$ cat src/rtl/mul_seq_ctrl_pkg.sv
// mul_seq_ctrl_pkg
// Shared types and elaboration helpers for the sequential multiply controller.
//   state_t    : controller FSM states.
//   mul_tag_t  : operand tag {a, b, is_unsign}. The operand fields are sized to
//                MAX_W and zero-extended, so one struct serves any WIDTH <= MAX_W.
//   calc_niter : number of iterate cycles for a given width / bits-per-cycle.
//   cnt_width  : width of the iteration counter.
//   bpc_legal  : whether a BITS_PER_CYCLE value is supported (1, 2 or 4).
package mul_seq_ctrl_pkg;

  typedef enum logic [1:0] {
    IDLE = 2'd0,
    RUN  = 2'd1,
    SIGN = 2'd2,
    DONE = 2'd3
  } state_t;

  localparam int MAX_W = 64;

  // One bit per supported BITS_PER_CYCLE value: bits 1, 2 and 4.
  localparam int LEGAL_BPC_MASK = 32'h0000_0016;

  typedef struct packed {
    logic [MAX_W-1:0] a;
    logic [MAX_W-1:0] b;
    logic             is_unsign;
  } mul_tag_t;

  function automatic int calc_niter(input int width, input int bpc);
    return width / bpc;
  endfunction

  function automatic int cnt_width(input int niter);
    return (niter <= 2) ? 1 : $clog2(niter);
  endfunction

  function automatic bit bpc_legal(input int bpc);
    return (bpc >= 0) && (bpc < 32) && LEGAL_BPC_MASK[bpc];
  endfunction

endpackage

$ cat src/rtl/mul_iter_core.sv
// mul_iter_core
// Shift-add datapath for an unsigned WIDTH x WIDTH -> 2*WIDTH multiply.
// Ports:
//   sys_clk, rst_n : clock, asynchronous active-low reset.
//   load           : capture operand magnitudes and clear the accumulator.
//   step           : retire BITS_PER_CYCLE multiplier bits into the accumulator.
//   negate         : replace the accumulator with its two's-complement negation.
//   a_mag, b_mag   : unsigned multiplicand / multiplier magnitudes.
//   acc            : accumulator (the product once all steps are done).
module mul_iter_core
  import mul_seq_ctrl_pkg::*;
#(
  parameter int WIDTH          = 32,
  parameter int BITS_PER_CYCLE = 2
) (
  input  logic               sys_clk,
  input  logic               rst_n,
  input  logic               load,
  input  logic               step,
  input  logic               negate,
  input  logic [WIDTH-1:0]   a_mag,
  input  logic [WIDTH-1:0]   b_mag,
  output logic [2*WIDTH-1:0] acc
);

  logic [2*WIDTH-1:0] mcand_reg;
  logic [WIDTH-1:0]   mplier_reg;
  logic [2*WIDTH-1:0] acc_reg;
  logic [2*WIDTH-1:0] step_sum;
  logic [2*WIDTH-1:0] pp [BITS_PER_CYCLE];

  // Partial product for each multiplier bit retired this cycle.
  for (genvar gi = 0; gi < BITS_PER_CYCLE; gi++) begin : g_pp
    assign pp[gi] = mplier_reg[gi] ? (mcand_reg << gi) : '0;
  end

  always_comb begin
    step_sum = acc_reg;
    for (int k = 0; k < BITS_PER_CYCLE; k++) begin
      step_sum = step_sum + pp[k];
    end
  end

  always_ff @(posedge sys_clk or negedge rst_n) begin
    if (!rst_n) begin
      mcand_reg  <= '0;
      mplier_reg <= '0;
      acc_reg    <= '0;
    end else if (load) begin
      mcand_reg  <= {{WIDTH{1'b0}}, a_mag};
      mplier_reg <= b_mag;
      acc_reg    <= '0;
    end else if (step) begin
      acc_reg    <= step_sum;
      mcand_reg  <= mcand_reg << BITS_PER_CYCLE;
      mplier_reg <= mplier_reg >> BITS_PER_CYCLE;
    end else if (negate) begin
      acc_reg    <= -acc_reg;
    end
  end

  assign acc = acc_reg;

endmodule

$ cat src/rtl/mul_seq_ctrl.sv
// mul_seq_ctrl
// Sequencing controller for a multi-cycle signed/unsigned multiply with a
// one-entry operand/result cache.
// Ports:
//   sys_clk, rst_n  : clock, asynchronous active-low reset.
//   req             : multiply requested this cycle.
//   is_unsign       : 1 = unsigned product, 0 = signed.
//   a, b            : multiplicand, multiplier.
//   flush           : kill; aborts any operation in flight.
//   result          : product while done=1, else 0.
//   done            : product for the current request is on result.
//   stall           : req && !done.
//   busy            : FSM is not in IDLE.
module mul_seq_ctrl
  import mul_seq_ctrl_pkg::*;
#(
  parameter int WIDTH          = 32,
  parameter int BITS_PER_CYCLE = 2,
  parameter bit CACHE_EN       = 1'b1
) (
  input  logic               sys_clk,
  input  logic               rst_n,
  input  logic               req,
  input  logic               is_unsign,
  input  logic [WIDTH-1:0]   a,
  input  logic [WIDTH-1:0]   b,
  input  logic               flush,
  output logic [2*WIDTH-1:0] result,
  output logic               done,
  output logic               stall,
  output logic               busy
);

  localparam int NITER = calc_niter(WIDTH, BITS_PER_CYCLE);
  localparam int CNT_W = cnt_width(NITER);

  if (!bpc_legal(BITS_PER_CYCLE) || (WIDTH % BITS_PER_CYCLE) != 0 || WIDTH > MAX_W) begin : g_bad_cfg
    $error("mul_seq_ctrl: unsupported WIDTH/BITS_PER_CYCLE combination");
  end

  state_t             state_reg;
  logic [CNT_W-1:0]   cnt_reg;
  mul_tag_t           tag_reg;
  logic               neg_reg;
  logic               cache_valid_reg;
  mul_tag_t           cache_tag_reg;
  logic [2*WIDTH-1:0] cache_prod_reg;

  mul_tag_t           cur_tag;
  logic [WIDTH-1:0]   a_mag;
  logic [WIDTH-1:0]   b_mag;
  logic [2*WIDTH-1:0] acc;
  logic               live;
  logic               hit;
  logic               idle_hit;
  logic               done_match;
  logic               core_load;
  logic               core_step;
  logic               core_negate;

  always_comb begin
    cur_tag           = '0;
    cur_tag.a         = MAX_W'(a);
    cur_tag.b         = MAX_W'(b);
    cur_tag.is_unsign = is_unsign;
  end

  // The most negative value negates to itself, which read as unsigned is
  // exactly its magnitude 2^(WIDTH-1).
  assign a_mag = (!is_unsign && a[WIDTH-1]) ? -a : a;
  assign b_mag = (!is_unsign && b[WIDTH-1]) ? -b : b;

  // A request only counts when flush is low; flush also masks cache hits.
  assign live       = req && !flush;
  assign hit        = CACHE_EN && cache_valid_reg && (cur_tag == cache_tag_reg);
  assign idle_hit   = (state_reg == IDLE) && live && hit;
  // Operands may have changed while iterating; only deliver if they still match.
  assign done_match = (state_reg == DONE) && live && (cur_tag == tag_reg);

  assign core_load   = (state_reg == IDLE) && live && !hit;
  assign core_step   = (state_reg == RUN) && live;
  assign core_negate = (state_reg == SIGN) && live && neg_reg;

  mul_iter_core #(
    .WIDTH          (WIDTH),
    .BITS_PER_CYCLE (BITS_PER_CYCLE)
  ) u_core (
    .sys_clk (sys_clk),
    .rst_n   (rst_n),
    .load    (core_load),
    .step    (core_step),
    .negate  (core_negate),
    .a_mag   (a_mag),
    .b_mag   (b_mag),
    .acc     (acc)
  );

  always_ff @(posedge sys_clk or negedge rst_n) begin
    if (!rst_n) begin
      state_reg       <= IDLE;
      cnt_reg         <= '0;
      tag_reg         <= '0;
      neg_reg         <= 1'b0;
      cache_valid_reg <= 1'b0;
      cache_tag_reg   <= '0;
      cache_prod_reg  <= '0;
    end else begin
      case (state_reg)
        IDLE: begin
          if (core_load) begin
            tag_reg   <= cur_tag;
            neg_reg   <= !is_unsign && (a[WIDTH-1] ^ b[WIDTH-1]);
            cnt_reg   <= '0;
            state_reg <= RUN;
          end
        end
        RUN: begin
          if (!live) begin
            state_reg <= IDLE;
          end else begin
            cnt_reg <= cnt_reg + CNT_W'(1);
            if (cnt_reg == CNT_W'(NITER - 1)) begin
              state_reg <= SIGN;
            end
          end
        end
        SIGN: begin
          state_reg <= live ? DONE : IDLE;
        end
        DONE: begin
          state_reg <= IDLE;
          if (done_match) begin
            cache_valid_reg <= 1'b1;
            cache_tag_reg   <= tag_reg;
            cache_prod_reg  <= acc;
          end
        end
        default: state_reg <= IDLE;
      endcase
    end
  end

  assign done   = idle_hit || done_match;
  assign result = done_match ? acc : (idle_hit ? cache_prod_reg : '0);
  assign stall  = req && !done;
  assign busy   = (state_reg != IDLE);

endmodule

$ cat config.mk
export PLATFORM = sky130hd
export DESIGN_NAME = mul_seq_ctrl
export DESIGN_NICKNAME = d
export VERILOG_FILES = /design/src/rtl/mul_seq_ctrl_pkg.sv /design/src/rtl/mul_iter_core.sv /design/src/rtl/mul_seq_ctrl.sv
export SDC_FILE = /design/constraint.sdc
export NUM_CORES = 1
export LEC_CHECK = 0
export ABC_AREA = 1
export CORE_MARGIN = 5
export CORE_UTILIZATION = 60
export DETAILED_ROUTE_END_ITERATION = 7
export GPL_TIMING_DRIVEN = 0
export PLACE_DENSITY = 0.88
export SLEW_MARGIN = 15
export SYNTH_ARGS = -nofsm -noshare
export SYNTH_HDL_FRONTEND = slang
export SYNTH_HIERARCHICAL = 1
export SYNTH_SLANG_ARGS = --single-unit
$ cat constraint.sdc
create_clock -name sys_clk -period 5.5 [get_ports sys_clk]
set_input_delay 1.1 -clock sys_clk [delete_from_list [all_inputs] [get_ports sys_clk]]
set_output_delay 1.1 -clock sys_clk [all_outputs]
set_load 0.05 [all_outputs]
==> implementation parameters <==
Parameter                              Value

Place
  I/O Buffers ... 131
  Place WS ... -752 ps
  Cell area after placement ... 31,600 um2
  Hpwl dp ... 98.4 mm
  Global placer's final weighted congestion ... 1.09

Global routing
  Maximum number of pins on one net before global-route repair ... 101
  All-layer global routing usage ... 44.7%
  Vias in the first global route ... 30,900
  Antenna violations before repair ... 2
  Global-route track usage on met1 ... 51.7%
  Most Used Layer, Global Route ... met2
  GR Util met3 ... 10.0%
  Wire length of the first global-routing pass ... 181 mm
  Met2 track utilization from global routing ... 72.8%
  Global route overflow ... 0

Floorplan
  Placeable Area ... 48,600 um2
  Die width ... 231 um
  Row Count ... 81
  Die area ... 53,400 um2
  Number of I/O pins ... 136
  Chip Height ... 231 um
  Starting utilization of the core area ... 60.3%

Yosys
  Mean Syn Cell Area ... 6.37 um2
  EDFF count, synth ... 0
  Number of warnings printed during yosys synthesis ... 6
  Most frequently used cell type in the post-synthesis netlist ... sky130_fd_sc_hd__nand2_1
  Total of flip-flops plus latches after synthesis ... 362
  Post-Syn Nets ... 4,808
  Most numerous cell types in the synthesized netlist ... sky130_fd_sc_hd__nand2_1 (1,590), sky130_fd_sc_hd__inv_1 (779), sky130_fd_sc_hd__nor2_1 (452), sky130_fd_sc_hd__dfrtp_1 (362), sky130_fd_sc_hd__nand3_1 (200)
  Sequential element share of the synthesized area ... 30.9%
  Synthesized netlist cell count ... 4,609
  Top cell type's share of synthesized area ... 30.9%
  Biggest area contributors in the synthesized netlist ... sky130_fd_sc_hd__dfrtp_1 (31%), sky130_fd_sc_hd__nand2_1 (20%), sky130_fd_sc_hd__inv_1 (10%), sky130_fd_sc_hd__nor2_1 (5.8%), sky130_fd_sc_hd__fa_1 (4.3%)
  Largest area contributor in the synthesized netlist ... sky130_fd_sc_hd__dfrtp_1
  Distinct cell type count after synthesis ... 51
  Share of async-settable or async-resettable flops after synthesis ... 100%
  Synthesized area ... 29,300 um2
  Top FF cell, synth ... sky130_fd_sc_hd__dfrtp_1

CTS
  CTS buffer count ... 42
  Buffers inserted during post-CTS setup optimization ... 0
  Clock slew at reported path FFs ... 60 ps
  CTS Hold Bufs ... 0
  Later-pin clock latency in the skew report ... 610 ps
  H-Tree Level Count ... 2
  Maximum buffer depth of the clock tree ... 3
  Clock root cell ... sky130_fd_sc_hd__clkbuf_16
  Clk sink count ... 362
  Cts repair resizes ... 123
  CTS tree ... built

Critical path
  Arrival time of data at the critical path endpoint ... 4440 ps
  Largest fanout on the critical path ... 10
  Endpoint required time on the critical path ... 4400 ps
  Minimum setup slack among reg-to-reg paths ... 280 ps
  Endpoint type of the worst setup path ... primary output
  Critical path endpoint ... result[63]
  Setup crit start ... b[13]
  Depth of the most critical reg-to-reg path ... 19
  Kind of critical path ... in2out
  Crit start category ... input port
  R2r endpoint ... u_core/acc[61]
  Reg2reg start ... u_core/mplier_reg[0]

Run
  Total of max-cap violations ... 0

Timing
  Maximum clock skew at final layout ... 39.1 ps
  Worst-case setup margin in the final layout ... -41.7 ps
  Final worst hold slack ... 287 ps
  Minimum period implied by the final worst setup slack ... 5540 ps
  Number of setup violations in the final report ... 7
  Transition at the pin with the smallest max-transition slack ... 1280 ps
  Final hold viol count ... 0
  Max-slew headroom at the worst pin ... 14.9%
  Share of the clock period used by the worst path after layout ... 101%
  Setup repair after global routing missed its margin ... yes
  Max Clk Rate ... 180 MHz
  Fin. max-slew vios ... 0

Power
  Sw Ratio ... 50.4%
  Internal power summed over all cells ... 7.45 mW
  Static power due to leakage ... 18.4 nW
  Worst vdd ir ... 0.303 mV
  Sequential share of power ... 30.5%
  Clock share of power ... 20.8%
  Pwr per Cell Area ... 456 nW/um2
  Switching power ... 7.57 mW
  Combinational power share ... 48.7%

Layout
  Area growth from synthesis to layout ... 12.3%
  Fraction of layout instances using a drive strength above 1 ... 6.39%
  Fin area ... 33,000 um2
  Final nets ... 4,987

Worst hold path
  Type of the tightest min-delay check ... in2async

Detailed routing
  Total Wirelength ... 122 mm
  Detailed router's first-iteration violation count ... 3,990
  Vias ... 32,200
  First drt pass iteration count ... 8
  WL per Instance ... 22.5 um
  Vias per inst ... 5.91
  DRC errors left ... 0
  Antenna Violating Nets Remaining ... 0

Outcome
  Status ... finished with violations
  Violated checks ... setup timing
cell families (layout without fill, tap and decap cells):
group | count (synthesis) | after routing | synth area share [%]
XOR/XNOR | 127 | 127 | 3.79
AND/OR/NAND/NOR | 2507 | 2507 | 35.4
adder cells (fa/ha/maj) | 130 | 130 | 7.15
buffers and inverters | 957 | 1169 | 12.8
AO/OA/AOI/OAI | 526 | 526 | 9.99
other | 0 | 2 | 0
flip-flops | 362 | 362 | 30.9
layer usage:
layer  part of all wire [%]  wire [um]  up-vias
met5                      0          0        -
li1                       -          -    14700
met4                    9.6      11800        0
met2                     45      55400     2184
met3                     11      13500      584
met1                     34      41800    14700
power by group through the flow:
stage          Clock [mW]  Sequential [mW]  Combinational (mW)
5_1_grt              3.22             4.62                7.95
2_1_floorplan           0             4.01                4.85
4_1_cts              3.11             4.49                7.05
6_report             3.12             4.58                7.32
3_3_place_gp            0             4.52                6.81
3_5_place_dp            0             4.53                6.96
per-stage QoR:
| stage | setup TNS, ps | std cells | total power, mW | utilization [%] |
|---|---|---|---|---|
| after floorplan | 0 | 4609 | 8.86 | - |
| after global placement | -4511430 | 5362 | 11.3 | 64.6 |
| after detailed placement | -36420 | 5366 | 11.5 | 64.9 |
| after CTS | 0 | 5443 | 14.7 | 68.0 |
| after global routing | -40.0 | 5443 | 15.8 | 67.8 |
| final | -105 | 5445 | 15.0 | 67.8 |
cells in the final DEF (no fill, tap or decap), types with 13 or more instances in the layout:
| master | n |
|---|---|
| sky130_fd_sc_hd__a21oi_1 | 164 |
| sky130_fd_sc_hd__buf_1 | 13 |
| sky130_fd_sc_hd__buf_2 | 47 |
| sky130_fd_sc_hd__buf_4 | 19 |
| sky130_fd_sc_hd__clkbuf_1 | 66 |
| sky130_fd_sc_hd__clkbuf_16 | 43 |
| sky130_fd_sc_hd__clkbuf_2 | 32 |
| sky130_fd_sc_hd__clkdlybuf4s15_2 | 16 |
| sky130_fd_sc_hd__clkdlybuf4s50_1 | 65 |
| sky130_fd_sc_hd__dfrtp_1 | 362 |
| sky130_fd_sc_hd__dlygate4sd2_1 | 14 |
| sky130_fd_sc_hd__fa_1 | 63 |
| sky130_fd_sc_hd__ha_1 | 67 |
| sky130_fd_sc_hd__inv_1 | 778 |
| sky130_fd_sc_hd__inv_2 | 39 |
| sky130_fd_sc_hd__nand2_1 | 1589 |
| sky130_fd_sc_hd__nand3_1 | 200 |
| sky130_fd_sc_hd__nand4_1 | 122 |
| sky130_fd_sc_hd__nor2_1 | 448 |
| sky130_fd_sc_hd__nor2_2 | 31 |
| sky130_fd_sc_hd__nor3_1 | 49 |
| sky130_fd_sc_hd__o21ai_0 | 174 |
| sky130_fd_sc_hd__o21ai_1 | 72 |
| sky130_fd_sc_hd__o221ai_1 | 46 |
| sky130_fd_sc_hd__o22ai_1 | 38 |
| sky130_fd_sc_hd__xnor2_1 | 31 |
| sky130_fd_sc_hd__xor2_1 | 93 |
critical path, cell delays in order:
cell and delay (ps):
sky130_fd_sc_hd__clkdlybuf4s50_1 560, sky130_fd_sc_hd__xor2_1 630, sky130_fd_sc_hd__nor2_1 90, sky130_fd_sc_hd__nand2_1 100, sky130_fd_sc_hd__nor2_1 60, sky130_fd_sc_hd__nand2_1 70
sky130_fd_sc_hd__nor2_2 80, sky130_fd_sc_hd__nand3_2 230, sky130_fd_sc_hd__buf_2 530, sky130_fd_sc_hd__nand2_1 120, sky130_fd_sc_hd__o21ai_0 280, sky130_fd_sc_hd__dlygate4sd2_1 570
worst min-delay path by stage:
stage | end | slack (ps) | start | depth (start not counted)
global route | u_core/mcand_reg[57] | 290 | rst_n | 1
floorplan | cache_prod_reg[0] | 440 | cache_prod_reg[0] | 2
global placement | cache_prod_reg[7] | 450 | cache_prod_reg[7] | 2
detailed placement | cache_prod_reg[8] | 460 | cache_prod_reg[8] | 2
finish | u_core/mcand_reg[55] | 290 | rst_n | 1
CTS | u_core/mcand_reg[57] | 280 | rst_n | 1
cell type report:
class | count | area [um2]
clock inverter | 21 | 357
buffer | 140 | 691
sequential | 362 | 9060
antenna | 2 | 5.00
tap | 622 | 778
timing repair buffer | 135 | 1260
clock buffer | 56 | 1170
multi-input combinational | 3290 | 16600
inverter | 817 | 3070
fill | 4342 | 15700
No activity file was read; power rests on OpenSTA's default activity.
